<file path="config.mk">
export PLATFORM = sky130hd
export DESIGN_NAME = scene_loader
export DESIGN_NICKNAME = d
export VERILOG_FILES = /design/src/rtl/scene_loader.sv
export SDC_FILE = /design/constraint.sdc
export NUM_CORES = 1
export LEC_CHECK = 0
export BUFFER_PORTS_ARGS = -buffer_cell sky130_fd_sc_hd__buf_4
export CAP_MARGIN = 10
export CORE_MARGIN = 2
export CORE_UTILIZATION = 48
export DETAILED_ROUTE_END_ITERATION = 10
export PLACE_DENSITY = 0.87
export REMOVE_ABC_BUFFERS = 1
export SLEW_MARGIN = 25
export SYNTH_ARGS = -nofsm -noshare
export SYNTH_HDL_FRONTEND = slang
export SYNTH_SLANG_ARGS = --single-unit
</file>
<file path="constraint.sdc">
create_clock -name CLOCK_50 -period 2.6 [get_ports CLOCK_50]
set_clock_uncertainty 0.05 [all_clocks]
set_input_delay 0.52 -clock CLOCK_50 [delete_from_list [all_inputs] [get_ports CLOCK_50]]
set_output_delay 0.52 -clock CLOCK_50 [all_outputs]
set_load 0.05 [all_outputs]
</file>
<file path="src/rtl/scene_loader.sv">
// Scene loader: copies NUM_SPHERES ROM entries into the sphere register bank, one-hot write per sphere.
// Latency: 3 cycles per sphere plus a FINISH cycle; the ROM read latency is a fixed single cycle.
// No backpressure; start is ignored while busy. `define SCENE_CHECK_EN rejects bad spheres.
module scene_loader #(
   parameter int NUM_SPHERES = 4,
   parameter int IDX_W       = 4
) (
   input  logic                   CLOCK_50,
   input  logic                   Reset,
   input  logic                   start,
   output logic [IDX_W-1:0]       rom_addr,
   input  logic [95:0]            rom_pos,
   input  logic [23:0]            rom_col,
   output logic [NUM_SPHERES-1:0] sph_we,
   output logic [95:0]            sph_pos,
   output logic [23:0]            sph_col,
   output logic                   busy,
   output logic                   done,
   output logic                   scene_valid,
   output logic [IDX_W:0]         err_count
);

   typedef enum logic [2:0] {IDLE, ADDR, DATA, WRITE, FINISH} state_t;

   state_t           state_q, state_d;
   logic [IDX_W-1:0] idx_q, idx_d;
   logic [IDX_W-1:0] rom_addr_q, rom_addr_d;
   logic [95:0]      pos_q, pos_d;
   logic [23:0]      col_q, col_d;
   logic             valid_q, valid_d;
   logic             last_idx;
`ifdef SCENE_CHECK_EN
   logic             reject_q, reject_d;
   logic [IDX_W:0]   err_q, err_d;
`endif

   assign last_idx = (idx_q == IDX_W'(NUM_SPHERES - 1));

   always_comb begin
      state_d    = state_q;
      idx_d      = idx_q;
      rom_addr_d = rom_addr_q;
      pos_d      = pos_q;
      col_d      = col_q;
      valid_d    = valid_q;
`ifdef SCENE_CHECK_EN
      reject_d   = reject_q;
      err_d      = err_q;
`endif
      sph_we     = '0;
      busy       = (state_q != IDLE);
      done       = 1'b0;
      case (state_q)
         IDLE: begin
            if (start) begin
               idx_d      = '0;
               rom_addr_d = '0;
               valid_d    = 1'b0;
`ifdef SCENE_CHECK_EN
               err_d      = '0;
`endif
               state_d    = ADDR;
            end
         end
         ADDR: state_d = DATA;
         DATA: begin
            // Hold registers double as the sphere data outputs, so they change only on entry to WRITE.
            pos_d = rom_pos;
            col_d = rom_col;
`ifdef SCENE_CHECK_EN
            reject_d = rom_pos[95] | (rom_col == 24'd0);
            if (reject_d) err_d = err_q + 1'b1;
`endif
            state_d = WRITE;
         end
         WRITE: begin
            for (int i = 0; i < NUM_SPHERES; i++) begin
`ifdef SCENE_CHECK_EN
               sph_we[i] = (idx_q == IDX_W'(i)) & ~reject_q;
`else
               sph_we[i] = (idx_q == IDX_W'(i));
`endif
            end
            if (last_idx) begin
               state_d = FINISH;
            end else begin
               idx_d      = idx_q + 1'b1;
               rom_addr_d = idx_q + 1'b1;
               state_d    = ADDR;
            end
         end
         FINISH: begin
            done = 1'b1;
`ifdef SCENE_CHECK_EN
            valid_d = (err_q == '0);
`else
            valid_d = 1'b1;
`endif
            state_d = IDLE;
         end
         default: state_d = IDLE;
      endcase
   end

   always_ff @(posedge CLOCK_50) begin
      if (Reset) begin
         state_q    <= IDLE;
         idx_q      <= '0;
         rom_addr_q <= '0;
         pos_q      <= '0;
         col_q      <= '0;
         valid_q    <= 1'b0;
`ifdef SCENE_CHECK_EN
         reject_q   <= 1'b0;
         err_q      <= '0;
`endif
      end else begin
         state_q    <= state_d;
         idx_q      <= idx_d;
         rom_addr_q <= rom_addr_d;
         pos_q      <= pos_d;
         col_q      <= col_d;
         valid_q    <= valid_d;
`ifdef SCENE_CHECK_EN
         reject_q   <= reject_d;
         err_q      <= err_d;
`endif
      end
   end

   assign rom_addr    = rom_addr_q;
   assign sph_pos     = pos_q;
   assign sph_col     = col_q;
   assign scene_valid = valid_q;
`ifdef SCENE_CHECK_EN
   assign err_count   = err_q;
`else
   assign err_count   = '0;
`endif

endmodule
</file>
==> impl_summary.log <==
INFO  metric grt_antenna_before_repair = 0
INFO  metric cpMaxStageDelayCell = or3b_4
INFO  metric timing.rr.end = sph_pos[41]
INFO  metric rows = 36
INFO  metric critical-path-top-delay-family = simple AND/OR/NAND/NOR gates
INFO  metric slew_violations = 0
INFO  metric synth_flop_type = dfxtp_1
INFO  metric clock_pin_slew_reported_for_the_worst_setup_and_hold_paths_after_clock_tree_synthesis = approximately 0.06 ns
INFO  metric synth.top_cell.area_share = between 50 and 60%
INFO  metric initial_utilization = approximately half
INFO  metric largest_net_degree_at_the_start_of_global_routing = just over 70
INFO  metric drc = 0
INFO  metric die_width = approximately 100 um
INFO  metric synth.yosys.seq_area_share = 53.94%
INFO  metric clkLatencyLatePin = approximately 0.51 ns
INFO  metric finish.net_count = 949
INFO  metric boundaryPins = between 200 and 300
INFO  metric netlist_area = roughly 0.0048 sq mm
INFO  metric p_leak = about 3.1 nW
INFO  metric cap_violations = 0
INFO  metric antenna-diode-count = 0
INFO  metric synthToLayoutAreaGrowth = 52.17%
INFO  metric path_max_fanout = 7
INFO  metric regToRegSetupSlack = approximately 0.65 ns
INFO  metric path_cells = ha_2 > or3b_4 > nor3_1 > buf_4
INFO  metric run_status = complete, no violations
INFO  metric post_dp_cell_area = 0.006593 sq mm
INFO  metric postCtsSetupBuffers = 0
INFO  metric worstSetupPathType = reg2out
INFO  metric tritoncts_clock_tree = done
INFO  metric synth_most_common_cell = nand2_1
INFO  metric hold_viol = 0
INFO  metric postSynth.asyncResetShare = 0%
INFO  metric place_hpwl = 9.895 mm
INFO  metric post_drt_wl_per_cell = 14.63 um
INFO  metric yosys-top-cells-area = dfxtp_1 (54%), nand2_1 (19%), a21oi_1 (13%)
INFO  metric power_density = 813.6 mW/mm^2
INFO  metric placedCellCount = approximately 940
INFO  metric clkSinkCount = around 130
INFO  metric min-delay-path-class = in2reg
INFO  metric layout.cell_area.non_filler = 0.007229 sq mm
INFO  metric clock.fmax = between 0.3 and 0.4 GHz
INFO  metric clockRootBuffer = clkbuf_8
INFO  metric route.vias.total = 4900
INFO  metric vias_in_the_first_global_route = roughly 4600
INFO  metric syn-instance-count = just under 600
INFO  metric post_layout_nonfiller_instances = between 900 and 1000
INFO  metric cts_buffer_depth = 2
INFO  metric synth.lib_cells_used.distinct = 32
INFO  metric post_cts.resized_instances = 2
INFO  metric worstSetupEndpointType = primary output
INFO  metric total_power = approximately 6 mW
INFO  metric drt_iter0_markers = 120
INFO  metric cp_data_required_time = 2.03 ns
INFO  metric viasPerCell = 5.062
INFO  metric die_y = 103.5 um
INFO  metric synth_warnings = 0
INFO  metric global_route.usage.total = approximately a quarter
INFO  metric synth-seq-cells = approximately 130
INFO  metric grt_remaining_overflow = 0
INFO  metric worst_slew_margin_rel = 53.12%
INFO  metric netlist_top_cells_count = nand2_1 (244), dfxtp_1 (128), a21oi_1 (121)
INFO  metric power.ir.vdd_worst = approximately 0.53 mV
INFO  metric max_stage_delay_on_crit_path = around 0.42 ns
INFO  metric grt_pass1_wl = between 20 and 25 mm
INFO  metric holdCritStartpoint = rom_pos[80]
INFO  metric cts-hold-fix-buffers = 0
INFO  metric wl = around 14 mm
INFO  metric worstPathBufferInverterCount = 1
INFO  metric worstHoldPathCells = 3
INFO  metric io_buffers = between 200 and 300
INFO  metric die_outline_area = roughly 0.011 sq mm
INFO  metric slew_at_the_pin_with_the_worst_max_slew_slack = 0.7032 ns
INFO  metric preCtsSetupSlack = approximately 0.53 ns
INFO  metric worstReg2RegStart = state_q[2]
INFO  metric gp_routability_congestion = 0.8330
INFO  metric timing.final.crit_period = 2.512 ns
INFO  metric ant_nets = 0
INFO  metric synth_area_leader_cell = dfxtp_1
INFO  metric worst-endpoint-arrival = between 1.5 and 2 ns
INFO  metric dr.pass1.iters = 5
INFO  metric final_layout_size_suffix_gt1_share = 35.81%
INFO  metric avgSynthCellArea = just over 8 sq um
INFO  metric worst_min_delay_path_endpoint = sph_pos[80]
INFO  metric layout_worst_path_cycle_share = approximately 97%
INFO  metric final.setup.worst_slack = 0.08761 ns
INFO  metric htree_levels = 4
INFO  metric critPathLaunchType = register
INFO  metric ff2ff_path_depth = 4
INFO  metric numCtsBuffers = 17
INFO  metric fp.coreArea = 0.009684 sq mm
INFO  metric synth-edff-count = 0
INFO  metric setup_viol_count_final = 0
-- worst max-delay path by stage --
stage | startpoint | end | slack [ns] | cells after the start
after detailed placement | state_q[0] | sph_we[1] | 0.53 | 4
after global placement | rom_addr[0] | sph_we[3] | 0.59 | 4
after CTS | rom_addr[1] | sph_we[3] | 0.0007 | 4
after floorplan | state_q[2] | sph_col[0] | -1.68 | 3
after global routing | rom_addr[0] | sph_we[3] | -0.003 | 4
final | rom_addr[0] | sph_we[3] | 0.09 | 4
-- area by class of cell --
type | instances | area (sq um)
Clock buffer | 23 | 466.7
Clock inverter | 9 | 155.1
Fill cell | 687 | 2455
Inverter | 3 | 11.26
Multi-Input combinational cell | 412 | 1874
Sequential cell | 128 | 2566
Tap cell | 133 | 166.4
Timing Repair Buffer | 260 | 1989
-- logic make-up after synthesis --
group | count (synthesis) | synth area share [%]
flip-flops | 128 | 53.94
buffers and inverters | 54 | 7.348
multiplexers | 1 | 0.2107
other | 1 | 0.07893
AO/OA/AOI/OAI | 130 | 14.06
adder cells (fa/ha/maj) | 4 | 1.054
AND/OR/NAND/NOR | 271 | 23.12
XOR/XNOR | 1 | 0.1844
-- state kept, by name, summed over array words and instances, names as in the netlist --
signal and count:
sph_col 24, scene_valid 1, sph_pos 96, rom_addr 4, state_q 3
-- where the power goes --
group | switching, mW | internal, mW | total (mW)
clock | 0.829 | 1.63 | 2.46
combinational | 0.835 | 0.406 | 1.24
sequential | 0.0805 | 2.10 | 2.18
-- layer usage --
metal	part of all wire [%]	wire length [um]	vias up	track usage, %
met5	0	0	-	0
met2	53	7570	237	45.76
li1	-	-	2359	-
met1	35	4900	2265	24.69
met4	2.9	415	0	12.35
met3	9.0	1273	39	8.535
-- worst register-to-register path: cells and delay by family (launching register included) --
family / cells / cell delay, ns
flip-flops: 1 / 0.75
AND/OR/NAND/NOR: 2 / 0.54
buffers and inverters: 1 / 0.33
AO/OA/AOI/OAI: 1 / 0.20
-- placed cells by master, fill, tap and decap left out, types with 4 or more instances in the layout --
master	n
dfxtp_1	125
and2_1	4
bufinv_16	4
nand2_1	243
clkbuf_16	16
a21oi_1	121
buf_4	257
conb_1	5
clkbuf_8	4
-- stage by stage --
step | util [%] | hold slack, ns | setup TNS, ns
2_1_floorplan | - | 0.4914 | -202.44
3_3_place_gp | 68.07 | 0.3922 | 0
3_5_place_dp | 68.07 | 0.3978 | 0
4_1_cts | 74.52 | 0.1867 | 0
6_report | 74.65 | 0.2071 | 0
5_1_grt | 74.65 | 0.1880 | -0.002673
Note: power is estimated with default switching activity, not from simulation.
